$ cat config.mk
export PLATFORM = sky130hd
export DESIGN_NAME = membus_arbiter
export DESIGN_NICKNAME = d
export VERILOG_FILES = /design/src/rtl/membus_arbiter.sv
export SDC_FILE = /design/constraint.sdc
export NUM_CORES = 1
export LEC_CHECK = 0
export CELL_PAD_IN_SITES_DETAIL_PLACEMENT = 0
export CELL_PAD_IN_SITES_GLOBAL_PLACEMENT = 1
export CORE_MARGIN = 5
export CORE_UTILIZATION = 27
export CTS_CLUSTER_DIAMETER = 80
export CTS_CLUSTER_SIZE = 24
export DETAILED_ROUTE_END_ITERATION = 12
export PLACE_DENSITY_LB_ADDON = 0.1
export SYNTH_ARGS = -nofsm -noshare
export SYNTH_HDL_FRONTEND = slang
export SYNTH_SLANG_ARGS = --single-unit
$ cat constraint.sdc
create_clock -name clk -period 1.71 [get_ports clk]
set_input_delay 0.2565 -clock clk [delete_from_list [all_inputs] [get_ports clk]]
set_output_delay 0.2565 -clock clk [all_outputs]
set_load 0.01 [all_outputs]
$ cat src/rtl/membus_arbiter.sv
// Two-master arbiter for a single-port data memory: CPU (m0) and DMA (m1).
// Issues one command per grant cycle and routes each read return to its issuer.
module membus_arbiter #(
   parameter int ADDR_W       = 32,
   parameter int DATA_W       = 32,
   parameter int RD_LATENCY   = 1,
   parameter int PRIO_MODE    = 0,
   parameter int STARVE_LIMIT = 8
) (
   input  logic              clk,
   input  logic              reset,
   input  logic              m0_req,
   input  logic              m0_we,
   input  logic [ADDR_W-1:0] m0_addr,
   input  logic [DATA_W-1:0] m0_wdata,
   output logic              m0_gnt,
   output logic              m0_rvalid,
   output logic [DATA_W-1:0] m0_rdata,
   input  logic              m1_req,
   input  logic              m1_we,
   input  logic [ADDR_W-1:0] m1_addr,
   input  logic [DATA_W-1:0] m1_wdata,
   output logic              m1_gnt,
   output logic              m1_rvalid,
   output logic [DATA_W-1:0] m1_rdata,
   output logic              mem_rd,
   output logic              mem_wr,
   output logic [ADDR_W-1:0] mem_addr,
   output logic [DATA_W-1:0] mem_wdata,
   input  logic [DATA_W-1:0] mem_rdata
);

   localparam int RC_W = $clog2(RD_LATENCY + 1);
   localparam int SC_W = $clog2(STARVE_LIMIT + 1);
   localparam logic [RC_W-1:0] RD_LAST    = RC_W'(RD_LATENCY - 1);
   localparam logic [SC_W-1:0] STARVE_MAX = SC_W'(STARVE_LIMIT);

   typedef enum logic {IDLE = 1'b0, RD_WAIT = 1'b1} state_t;

   state_t            state_q, state_d;
   logic [RC_W-1:0]   rd_cnt_q, rd_cnt_d;
   logic [SC_W-1:0]   starve_q, starve_d;
   logic              rd_owner_q, rd_owner_d;
   logic              ret_pend_q, ret_pend_d;
   logic              last_gnt_q, last_gnt_d;
   logic [DATA_W-1:0] m0_rdata_q, m1_rdata_q;

   logic              win_m0, win_m1, issue;
   logic              cmd_we;
   logic [ADDR_W-1:0] cmd_addr;
   logic [DATA_W-1:0] cmd_wdata;
   logic              ret_m0, ret_m1;

   always_comb begin
      win_m0     = 1'b0;
      win_m1     = 1'b0;
      state_d    = state_q;
      rd_cnt_d   = rd_cnt_q;
      rd_owner_d = rd_owner_q;
      ret_pend_d = 1'b0;
      last_gnt_d = last_gnt_q;
      starve_d   = starve_q;

      // Grants are only possible in IDLE, which includes the cycle a read returns.
      if (state_q == IDLE) begin
         if (m0_req && m1_req) begin
            if (PRIO_MODE == 0) begin
               win_m0 = last_gnt_q;
               win_m1 = ~last_gnt_q;
            end else begin
               win_m1 = (starve_q == STARVE_MAX);
               win_m0 = ~win_m1;
            end
         end else begin
            win_m0 = m0_req;
            win_m1 = m1_req;
         end
      end

      issue     = win_m0 | win_m1;
      cmd_we    = win_m1 ? m1_we    : m0_we;
      cmd_addr  = win_m1 ? m1_addr  : m0_addr;
      cmd_wdata = win_m1 ? m1_wdata : m0_wdata;

      case (state_q)
         IDLE: begin
            if (issue && !cmd_we) begin
               rd_owner_d = win_m1;
               if (RD_LATENCY == 1) begin
                  ret_pend_d = 1'b1;
               end else begin
                  state_d  = RD_WAIT;
                  rd_cnt_d = RC_W'(1);
               end
            end
         end
         RD_WAIT: begin
            if (rd_cnt_q == RD_LAST) begin
               state_d    = IDLE;
               rd_cnt_d   = '0;
               ret_pend_d = 1'b1;
            end else begin
               rd_cnt_d = rd_cnt_q + RC_W'(1);
            end
         end
         default: state_d = IDLE;
      endcase

      if (issue) last_gnt_d = win_m1;

      // Starvation counter runs every cycle m1 is left waiting, including RD_WAIT.
      if (m1_req && !win_m1) begin
         starve_d = (starve_q == STARVE_MAX) ? starve_q : starve_q + SC_W'(1);
      end else begin
         starve_d = '0;
      end
   end

   assign ret_m0 = ret_pend_q & ~rd_owner_q;
   assign ret_m1 = ret_pend_q &  rd_owner_q;

   always_ff @(posedge clk or negedge reset) begin
      if (!reset) begin
         state_q    <= IDLE;
         rd_cnt_q   <= '0;
         starve_q   <= '0;
         rd_owner_q <= 1'b0;
         ret_pend_q <= 1'b0;
         last_gnt_q <= 1'b1;
         m0_rdata_q <= '0;
         m1_rdata_q <= '0;
      end else begin
         state_q    <= state_d;
         rd_cnt_q   <= rd_cnt_d;
         starve_q   <= starve_d;
         rd_owner_q <= rd_owner_d;
         ret_pend_q <= ret_pend_d;
         last_gnt_q <= last_gnt_d;
         if (ret_m0) m0_rdata_q <= mem_rdata;
         if (ret_m1) m1_rdata_q <= mem_rdata;
      end
   end

   // Combinational outputs are gated so everything reads 0 the moment reset asserts.
   assign m0_gnt    = reset & win_m0;
   assign m1_gnt    = reset & win_m1;
   assign mem_rd    = reset & issue & ~cmd_we;
   assign mem_wr    = reset & issue & cmd_we;
   assign mem_addr  = (reset && issue) ? cmd_addr  : '0;
   assign mem_wdata = (reset && issue) ? cmd_wdata : '0;
   assign m0_rvalid = reset & ret_m0;
   assign m1_rvalid = reset & ret_m1;
   assign m0_rdata  = m0_rvalid ? mem_rdata : m0_rdata_q;
   assign m1_rdata  = m1_rvalid ? mem_rdata : m1_rdata_q;

endmodule

==> flow_summary.rst, run 1 <==
.. list-table::
   :header-rows: 1

   * - Metric
     - Value
   * - Clock Sinks
     - 67
   * - Type of the worst setup path
     - reg -> out
   * - Final setup margin
     - -0.313 ns
   * - Number of max-slew violations in the final report
     - 0
   * - Area of the die
     - 19500 um2
   * - Fraction of layout instances using a drive strength above 1
     - 51.8%
   * - Transition time at the pin with the least slew margin
     - 0.664 ns
   * - First-pass GRT wire length
     - 29.1 mm
   * - Die Y
     - 140 um
   * - Sum of negative setup slack
     - -28.80 ns
   * - Top library cells by usage in the layout, fill and taps aside
     - 163 x sky130_fd_sc_hd__clkdlybuf4s50_1, 83 x sky130_fd_sc_hd__buf_6, 73 x sky130_fd_sc_hd__mux2_2
   * - Total vias in the final route
     - 4708
   * - IO Pins
     - 300
   * - TritonCTS buffer count
     - 9
   * - Slowest-stage cell, CP
     - sky130_fd_sc_hd__dfstp_2
   * - Filler cells
     - 1417
   * - Area growth, synth to finish
     - 103%
   * - Clock latency at the later pin of the worst-skew pair
     - 0.33 ns
   * - Clock root buffer
     - sky130_fd_sc_hd__clkbuf_16
   * - Violations in the final reports
     - negative setup slack
   * - CTS tree
     - done
   * - Synth area leader
     - sky130_fd_sc_hd__dfrtp_1
   * - Per-instance average area after synthesis
     - 11.6 um2
   * - Average wire length per cell after detail routing
     - 20.1 um
   * - Power Density
     - 986 nW/um2
   * - Pre-CTS worst setup slack
     - -0.614 ns
   * - RSZ-0062 raised after global routing
     - yes
   * - Iter 0 DRT Violations
     - 125
   * - Hold Violations, Final
     - 0
   * - # H-tree levels
     - 3
   * - Number of cells produced by synthesis
     - 390
   * - Finished Core Util
     - 55.7%
   * - Proportion of synthesized chip area in sequential cells
     - 37.0%
   * - Via count of the first global-routing pass
     - 5188
   * - Cell Area, Synth
     - 4540 um2
   * - Worst-path cell chain
     - buf_4 -> a21boi_4 -> buf_6 -> clkbuf_16 -> a32oi_1 -> nor2b_1 -> buf_2
   * - Largest cells by area after synthesis
     - sky130_fd_sc_hd__dfrtp_1 36%, sky130_fd_sc_hd__mux2_2 27%, sky130_fd_sc_hd__a32oi_1 13%
   * - Most frequent standard cell in the layout excluding fill and tap cells
     - sky130_fd_sc_hd__clkdlybuf4s50_1
   * - Total chip power
     - 9.08 mW
   * - R2r worst-path depth
     - 5
   * - Post-route clock period utilization
     - 118%
   * - Post-synth cell types
     - 23
   * - Crit path max-delay family
     - buffers and inverters
   * - Status
     - finished, violations left
   * - Worst-case clock skew
     - 0.00958 ns
   * - Starting utilization of the core area
     - 27.5%
   * - Count of nets after finishing
     - 926
   * - Total stage count of the critical path
     - 7
   * - Via density
     - 4.78
   * - Synthesized net count
     - 556
   * - Residual DRC
     - 0
   * - Overall track demand over capacity in global routing
     - 18.7%
   * - CP endpoint kind
     - output pin
   * - Number of standard-cell rows in the floorplan
     - 47
   * - Overflow after GRT
     - 0
   * - Tmin final
     - 2.02 ns
   * - Die Width
     - 140 um
   * - Final antenna diode count
     - 0
   * - Worst EP arrival
     - 1.77 ns
   * - Number of antenna violations at the first check in global routing
     - 0
   * - Wire length reported by the detailed router
     - 19.8 mm
   * - Synthesis warning total
     - 0
   * - IO buf count
     - 299
   * - Max VDD drop
     - 0.474 mV
   * - Type of origin of the critical path
     - flop
   * - Final HPWL DP
     - 13.9 mm
   * - Detailed Routing Iterations Pass 1
     - 4
   * - Number of max-cap violations
     - 0
   * - Maximum clock frequency
     - 494 MHz
   * - Register clock-pin slew on the reported worst setup and hold paths
     - 0.05 ns
   * - CP max stage delay
     - 0.55 ns
   * - Leak
     - 4.16 nW
   * - Count of antenna-violating nets left after detailed routing
     - 0
   * - Req. time, crit path
     - 1.45 ns
   * - Placeable core region
     - 16500 um2
   * - CP Buf/Inv Count
     - 4
   * - CP Max Fanout
     - 16
   * - Count of state elements after synthesis
     - 67
   * - Synth top area share
     - 36.4%
   * - Max transition margin
     - 55.8%
   * - Final estimated routing congestion in global placement
     - 0.783
   * - Pin count of the biggest net entering global routing
     - 53
   * - Final setup violating endpoints
     - 132
   * - Min-Delay Path Class
     - in -> async
   * - Maximum buffer depth of the clock tree
     - 2
per-stage QoR:
step / std cells / cell area (um2) / hold WS (ns)
4_1_cts: 975 / 8760 / 0.170
2_1_floorplan: 390 / 4540 / -0.0391
6_report: 985 / 9210 / 0.176
3_5_place_dp: 925 / 8080 / 0.334
5_1_grt: 985 / 9210 / 0.192
3_3_place_gp: 925 / 8080 / 0.330
cells in the mapped netlist:
cell type,n
sky130_fd_sc_hd__nor2b_1,65
sky130_fd_sc_hd__a21oi_1,3
sky130_fd_sc_hd__buf_4,7
sky130_fd_sc_hd__and2_1,2
sky130_fd_sc_hd__a21boi_2,1
sky130_fd_sc_hd__mux2_1,20
sky130_fd_sc_hd__dfrtp_1,66
sky130_fd_sc_hd__dfstp_2,1
sky130_fd_sc_hd__and3_1,1
sky130_fd_sc_hd__mux2_2,108
sky130_fd_sc_hd__nand2b_1,2
sky130_fd_sc_hd__nand3b_4,1
sky130_fd_sc_hd__buf_6,12
sky130_fd_sc_hd__nor2_1,2
sky130_fd_sc_hd__nand3_2,1
sky130_fd_sc_hd__o22ai_1,1
sky130_fd_sc_hd__nand2_1,1
sky130_fd_sc_hd__inv_1,5
sky130_fd_sc_hd__clkbuf_1,9
sky130_fd_sc_hd__a32o_1,1
sky130_fd_sc_hd__nand2b_4,1
sky130_fd_sc_hd__buf_2,15
sky130_fd_sc_hd__a32oi_1,65
cell families after synthesis:
family	share of synthesized area, %
AO/OA/AOI/OAI	13.5
AND/OR/NAND/NOR	10.9
buffers and inverters	6.95
multiplexers	31.8
flip-flops	37.0
worst register-to-register path: stages, from the launching register on:
cell	delay, ns
sky130_fd_sc_hd__dfrtp_2	0.43
sky130_fd_sc_hd__buf_4	0.15
sky130_fd_sc_hd__buf_4	0.13
sky130_fd_sc_hd__nand2b_2	0.20
sky130_fd_sc_hd__buf_4	0.22
sky130_fd_sc_hd__mux2_1	0.34
routing by layer:
layer,share of wire [%],track usage [%],vias to the layer above
met5,0,0,-
met4,2.0,5.56,0
met2,54,35.8,180
met1,37,19.6,2279
li1,-,-,2224
met3,7.1,5.59,25
power breakdown:
part           internal, mW  total, mW  switching, mW
sequential             2.14       2.43          0.286
combinational          2.99       4.66           1.67
clock                  1.32       2.00          0.674
path summary, 6_finish.rpt:
kind                                            start                         end  slack (ns)
hold / removal                                  reset      last_gnt_q$_DFFE_PN1N_        0.18
min in group clk                               m0_req      last_gnt_q$_DFFE_PN1N_        0.35
setup reg to reg               rd_owner_q$_DFFE_PN0P_  m0_rdata_q[12]$_DFFE_PN0N_        0.13
hold reg to reg            m0_rdata_q[26]$_DFFE_PN0N_  m0_rdata_q[26]$_DFFE_PN0N_        0.49
setup / recovery               last_gnt_q$_DFFE_PN1N_               mem_wdata[11]       -0.31
max in group asynchronous                       reset  m0_rdata_q[20]$_DFFE_PN0N_        0.64
sequential cells by signal, summed over array words and instances, names as in the netlist:
name,cells
ret_pend_q,1
last_gnt_q,1
m0_rdata_q,32
m1_rdata_q,32
rd_owner_q,1
cell type report:
| cell class | count | area, um2 | area share [%] |
|---|---|---|---|
| timing repair buffer | 402 | 4050 | 43.9 |
| sequential | 67 | 1680 | 18.2 |
| inverter | 5 | 18.8 | 0.204 |
| clock buffer | 11 | 243 | 2.64 |
| tap | 220 | 275 | 2.99 |
| clock inverter | 5 | 85.1 | 0.924 |
| multi-input combinational | 275 | 2860 | 31.1 |
what timing repair did:
item,4_1_cts,5_1_grt
resized for setup,643,61
hold buffers,2,0
hold endpoints to repair,8,0
setup endpoints to repair,134,134
buffers inserted,24,9
cloned,8,7
pin swaps,1,25
(Power assumes the default switching activity.)
==> run 2: changes to the inputs <==
--- a/config.mk
+++ b/config.mk
@@ -5,6 +5,7 @@
 export SDC_FILE = /design/constraint.sdc
 export NUM_CORES = 1
 export LEC_CHECK = 0
+export CAP_MARGIN = 0
 export CELL_PAD_IN_SITES_DETAIL_PLACEMENT = 0
 export CELL_PAD_IN_SITES_GLOBAL_PLACEMENT = 1
 export CORE_MARGIN = 5
==> results of run 2 <==
No change in the layout: final DEF, timing and power equal those of run 1.
